### config.mk
export PLATFORM = sky130hd
export DESIGN_NAME = cic_decimator
export DESIGN_NICKNAME = d
export VERILOG_FILES = /design/src/rtl/cic_decimator.sv
export SDC_FILE = /design/constraint.sdc
export NUM_CORES = 2
export LEC_CHECK = 0
export BUFFER_PORTS_ARGS = -buffer_cell sky130_fd_sc_hd__buf_2
export CAP_MARGIN = 10
export CELL_PAD_IN_SITES_DETAIL_PLACEMENT = 1
export CELL_PAD_IN_SITES_GLOBAL_PLACEMENT = 1
export CORE_MARGIN = 2
export CORE_UTILIZATION = 48
export CTS_BUF_LIST = sky130_fd_sc_hd__clkbuf_2 sky130_fd_sc_hd__clkbuf_4 sky130_fd_sc_hd__clkbuf_8
export DETAILED_ROUTE_END_ITERATION = 16
export GPL_ROUTABILITY_DRIVEN = 0
export GPL_TIMING_DRIVEN = 0
export HOLD_SLACK_MARGIN = 0.05
export PLACE_DENSITY_LB_ADDON = 0.1
export SYNTH_ARGS = -nofsm -noshare
export SYNTH_HDL_FRONTEND = slang
export SYNTH_SLANG_ARGS = --single-unit
export TNS_END_PERCENT = 30
### constraint.sdc
create_clock -name clock -period 9.3 [get_ports clock]
set_clock_uncertainty 0.1 [all_clocks]
set_input_delay 0.93 -clock clock [delete_from_list [all_inputs] [get_ports clock]]
set_output_delay 0.93 -clock clock [all_outputs]
set_load 0.02 [all_outputs]
### src/rtl/cic_decimator.sv
// Four-stage CIC decimator: integrators on strobe_in, combs on strobe_out, rate-dependent shift to unity-or-less DC gain.
// Optional macro CIC_DECIM_ROUND_EN selects round-half-up in the output shifter instead of truncation.
module cic_decimator #(
  parameter int bw               = 16,
  parameter int N                = 4,
  parameter int log2_of_max_rate = 7
) (
  input  logic          clock,
  input  logic          reset,
  input  logic          enable,
  input  logic [7:0]    rate,
  input  logic          strobe_in,
  input  logic          strobe_out,
  input  logic [bw-1:0] signal_in,
  output logic [bw-1:0] signal_out
);

  localparam int W         = bw + N * log2_of_max_rate;
  localparam int max_shift = N * log2_of_max_rate;
  localparam int sw        = $clog2(max_shift + 1);

  // Smallest s with 2^s >= r^N, i.e. ceil(N*log2(r)); rate 0 behaves as 1.
  function automatic int calc_shift(input int r);
    longint p;
    int     res;
    p   = 1;
    res = max_shift;
    if (r <= 1) begin
      res = 0;
    end else if (r <= (1 << log2_of_max_rate)) begin
      for (int k = 0; k < N; k++) p = p * longint'(r);
      for (int k = max_shift; k >= 0; k--) begin
        if ((longint'(1) << k) >= p) res = k;
      end
    end
    return res;
  endfunction

  logic [sw-1:0] shift_lut [256];

  generate
    for (genvar gi = 0; gi < 256; gi++) begin : g_shift_lut
      assign shift_lut[gi] = sw'(calc_shift(gi));
    end
  endgenerate

  logic [sw-1:0]       shift;
  logic signed [W-1:0] ext;
  logic signed [W-1:0] integ_reg [N];
  logic signed [W-1:0] dly_reg   [N];
  logic signed [W-1:0] comb_reg  [N];
  logic signed [W-1:0] biased;
  logic [bw-1:0]       result;

  assign shift = shift_lut[rate];
  assign ext   = {{(W - bw){signal_in[bw-1]}}, signal_in};

`ifdef CIC_DECIM_ROUND_EN
  assign biased = comb_reg[N-1] + ((shift == '0) ? '0 : (W'(1) << (shift - 1'b1)));
`else
  assign biased = comb_reg[N-1];
`endif

  assign result = bw'(biased >>> shift);

  // Every stage reads pre-edge values, so the cascade is one strobe deep per stage.
  always_ff @(posedge clock) begin
    if (reset) begin
      for (int k = 0; k < N; k++) begin
        integ_reg[k] <= '0;
        dly_reg[k]   <= '0;
        comb_reg[k]  <= '0;
      end
      signal_out <= '0;
    end else if (enable) begin
      if (strobe_in) begin
        integ_reg[0] <= integ_reg[0] + ext;
        for (int k = 1; k < N; k++) integ_reg[k] <= integ_reg[k] + integ_reg[k-1];
      end
      if (strobe_out) begin
        dly_reg[0]  <= integ_reg[N-1];
        comb_reg[0] <= integ_reg[N-1] - dly_reg[0];
        for (int k = 1; k < N; k++) begin
          dly_reg[k]  <= comb_reg[k-1];
          comb_reg[k] <= comb_reg[k-1] - dly_reg[k];
        end
        signal_out <= result;
      end
    end
  end

endmodule

## Word-level counts from Yosys, hierarchy flattened

Memories as Yosys holds them, arrays and structs flattened.
Index checks and enable logic that the tools add are counted.

| cells by class | value |
|---|---|
| add/subtract/negate cells | 8 |
| bitwise logic cells | 13 |
| reductions and logical operators | 1 |
| muxes and demuxes | 24 |
| shifts and indexed selects | 1 |
| magnitude comparators | 1 |

Operators with widths:

| cell | number |
|---|---|
| 2-to-1 mux 44 bit | 12 |
| subtractor 44 bit | 4 |
| adder 44 bit | 3 |
| adder 44 x 16 -> 44 bit | 1 |
| >>> shifter 44 x 5 -> 16 bit | 1 |
| OR 1 bit | 12 |
| 2-to-1 mux 1 bit | 10 |
| 2-to-1 mux 5 bit | 2 |
| >= comparator 9 bit (second input constant) | 1 |
| inverter 8 -> 9 bit | 1 |
| AND reduction 2 bit | 1 |

| storage, ports and cells | value |
|---|---|
| bits in writable memories | 528 |
| memory bits (read-only) | 1,280 |
| memories | 4 |
| output and inout bits | 16 |
| bits of input ports | 29 |
| bits in registers | 16 |

Memories:

| memory | words | width | rd ports | clocked after Yosys merged registers in | write ports | RTL line | source |
|---|---|---|---|---|---|---|---|
| (no name shown) | 256 | 5 | 1 | 0 | 0 | 55 | `assign shift = shift_lut[rate];` |
| comb_reg | 4 | 44 | 4 | 0 | 4 | 51 | `logic signed [W-1:0] comb_reg [N];` |
| dly_reg | 4 | 44 | 4 | 0 | 4 | 50 | `logic signed [W-1:0] dly_reg [N];` |
| integ_reg | 4 | 44 | 4 | 0 | 4 | 49 | `logic signed [W-1:0] integ_reg [N];` |

## Longest topological paths before layout

| depth | value |
|---|---|
| depth in word-level cells | 5 |
| gate-level depth with buffers | 14 |

## Worst setup path after synthesis

OpenSTA, ideal clock, no wires.

| timing path | value |
|---|---|
| path kind | in2reg |
| start point | input enable |
| end point | memory comb_reg[0][0] in the netlist's numbering (enable) |
| data arrival time | 8.064 ns |
| stages on the path | 3 |
| slack | 0.436 ns |
| cells stage by stage | a21oi_1 -> clkbuf_1 -> inv_1 |

RTL lines:

| item | RTL line | source |
|---|---|---|
| start: declaration | 10 | `input logic enable,` |
| end: declaration | 51 |  |

==> metrics.md <==
| Metric | Value |
|---|---|
| Post-layout util | 52.6% |
| Boundary Pins | 45 |
| Global-route usage over all layers | between 20% and 30% |
| Post-synthesis register bit count | 544 |
| Initial DRC count | 1052 |
| Hold path cells | 2 |
| Post-CTS resize count | 0 |
| DIE AREA | 85900 um2 |
| Die height | approximately 290 um |
| Share of cells above drive strength 1 | 6.65% |
| Reg2reg end | integ_reg[2][42] |
| Antenna viol nets, final | 0 |
| DR vias | roughly 31000 |
| Synthesized area | roughly 40000 um2 |
| Fmax achieved | approximately 0.24 GHz |
| Vias in the first global route | about 33000 |
| Synth Net Count | 4561 |
| Synth unique cells | 105 |
| Worst Hold Path EP | signal_out[2] |
| Pwr Density | 168 nW/um2 |
| Clock root cell | clkbuf_8 |
| Yosys top cell area share | 39.5% |
| Final Worst Setup Slack | 5180 ps |
| Worst slack, placed | around 4600 ps |
| Unrepaired setup endpoints after global routing | false |
| Reg-to-reg setup timing slack | slightly above 5000 ps |
| First-pass GRT wire length | 165 mm |
| Top cells by area, synth | edfxtp_1 40%, ha_1 11%, a21oi_1 4.3% |
| Final setup viols | 0 |
| FF/Latch Area | between 15000 and 20000 um2 |
| CTS clock-pin slew for the worst setup and hold paths | roughly 70 ps |
| DRT Pass-1 Iters | 5 |
| Yosys Warn Count | 0 |
| Count leader, synth | edfxtp_1 |
| Sequential share of the synthesized area | 40.3% |
| Routed wire per std cell | 18.5 um |
| Leading area contributor after synthesis | edfxtp_1 |
| Final Hold Vio Count | 0 |
| Synthesized area per cell | 9.62 um2 |
| Initial Util | 48.3% |
| Antenna violations before repair | 2 |
| Mean number of vias per cell | ~5.7 |
| Largest net degree at the start of global routing | 114 |
| Critical Path Fanout Max | 4 |
| Total congestion overflow | 0 |
| Top FF cell, synth | edfxtp_1 |
| Final period util | between 40 and 50% |
| Routed WL | a little over 100 mm |
| Detail Placement HPWL | 79.3 mm |
| Top cells by count, synth | 528 x edfxtp_1, 461 x nor2_1, 351 x ha_1 |
| Share of flip-flops with an asynchronous set or reset | 0% |
| DR DRC count | 0 |
| Hold Buf Count CTS | 0 |
| MaxCap Viol Count | 0 |
| Worst Hold Class | flip-flop to flip-flop |
| Nets@finish | 4707 |
| Minimum clock period | about 4100 ps |
| EDFF count, synth | 528 |
| CTS Buf Count | 96 |
| Outcome | finished, final reports clean |
| WP data required | 9670 ps |
| Lkg Pwr | 18.7 nW |
| CTS tree | done |
| Synth-to-layout area growth | 8.95% |
| Area of the multi-input gates | 22300 um2 |
| Filler Cells Inserted | approximately 9500 |
| Max VDD drop | 0.118 mV |
| Slew HR | 21.0% |
| Row cnt | 106 |
| Clock sink total | 544 |
| Bufs on Longest Clock Path | 3 |
| H-tree depth | 3 |
| Core area | 83200 um2 |
| Worst reg2reg path depth | 12 |
| Launch point of the worst reg-to-reg path | integ_reg[1][0] |
| Cells after Synth | 4173 |
| Startpoint types | flip-flop |
| WS Path Type | flip-flop to flip-flop |
| Tightest Pin Transition | 1190 ps |
| Clock latency on the worst-skew pair | between 700 and 800 ps |
| CP endpoint kind | flip-flop |
| Crit path DAT | 4490 ps |
| Slew Viols, Final | 0 |
| Die X | 293 um |
| Postcts setup bufs | 0 |
| IO Port Bufs | 41 |
| Hold path startpoint | signal_out[2] |
-- metal layers --
layer  vias to the layer above  track usage [%]  share of wire [%]
met5                         -                0                  0
met4                         0             9.72                3.7
met3                       202             2.65                2.5
met2                       372             46.1                 54
met1                     15000             25.6                 40
li1                      15500                -                  -
-- how the worst max path moves through the flow --
stage / start / endpoint / slack, ps / cells after the start
5_1_grt: integ_reg[1][0] / integ_reg[2][42] / 4900 / 12
4_1_cts: integ_reg[1][0] / integ_reg[2][42] / 5170 / 12
6_report: integ_reg[1][0] / integ_reg[2][42] / 5180 / 12
2_1_floorplan: enable / comb_reg[0][0] / 440 / 3
3_3_place_gp: reset / dly_reg[1][41] / -3180 / 4
3_5_place_dp: signal_in[15] / integ_reg[0][43] / 4650 / 13
-- layout by cell type (no fill, tap or decap), types with 15 or more instances in the layout --
cell type    n
a211oi_1    56
a21o_1     184
a21oi_1    345
a31oi_1     38
and2_1     200
and3_1      36
buf_2       55
clkbuf_1   119
clkbuf_4    19
clkbuf_8    96
clkinv_1    26
clkinv_2    15
dfxtp_1     16
edfxtp_1   528
ha_1       351
inv_1      261
mux2i_1    135
nand2_1    242
nand2b_1    47
nand3_1     71
nand4_1     45
nor2_1     461
nor2b_1     33
nor3_1      68
o211ai_1    30
o21a_1      51
o21ai_0    176
o21ai_1     39
o21bai_1    48
o31ai_1     15
or3_1       23
xnor2_1    139
xor2_1     133
-- power by group --
group          switching, W  internal [W]  total [W]
Sequential         0.000113       0.00290    0.00301
Clock               0.00104       0.00116    0.00220
Combinational       0.00128      0.000847    0.00212
Total               0.00243       0.00491    0.00734
-- critical path, cell delays in order (launching register included) --
cell,delay [ps]
edfxtp_1,420
ha_1,260
fa_1,440
a211oi_1,400
o21ai_0,280
a41oi_1,380
o211ai_1,280
a31oi_1,410
o21bai_1,190
o21a_1,260
a21oi_1,240
xor2_1,160
nor2_1,50
-- cell type report --
cell class,count,area share [%]
Buffer,148,1.52
Timing Repair Buffer,48,0.853
Inverter,262,2.27
Clock inverter,54,0.867
Antenna cell,2,0.0114
Clock buffer,115,3.35
Multi-Input combinational cell,3219,51.1
Tap cell,1080,3.09
Sequential cell,544,37.0
-- kinds of logic after synthesis --
| family | synth area share [%] |
|---|---|
| compound gates | 19.0 |
| simple gates | 15.5 |
| mux | 3.85 |
| xor+xnor | 5.94 |
| buf+inv | 4.10 |
| flops | 40.3 |
| fa+ha+maj | 11.3 |
-- through the flow --
stage          hold slack, ps  TNS (ps)  instances  power [W]  cell area (um2)
4_1_cts                   371         0       5469    0.00741            43700
5_1_grt                   410         0       5472    0.00777            43700
3_3_place_gp              342  -1104090       5294    0.00516            41700
2_1_floorplan             432         0       4173    0.00469            40100
6_report                  363         0       5472    0.00734            43700
3_5_place_dp              355         0       5300    0.00518            41900
No activity file was read; power rests on OpenSTA's default activity.
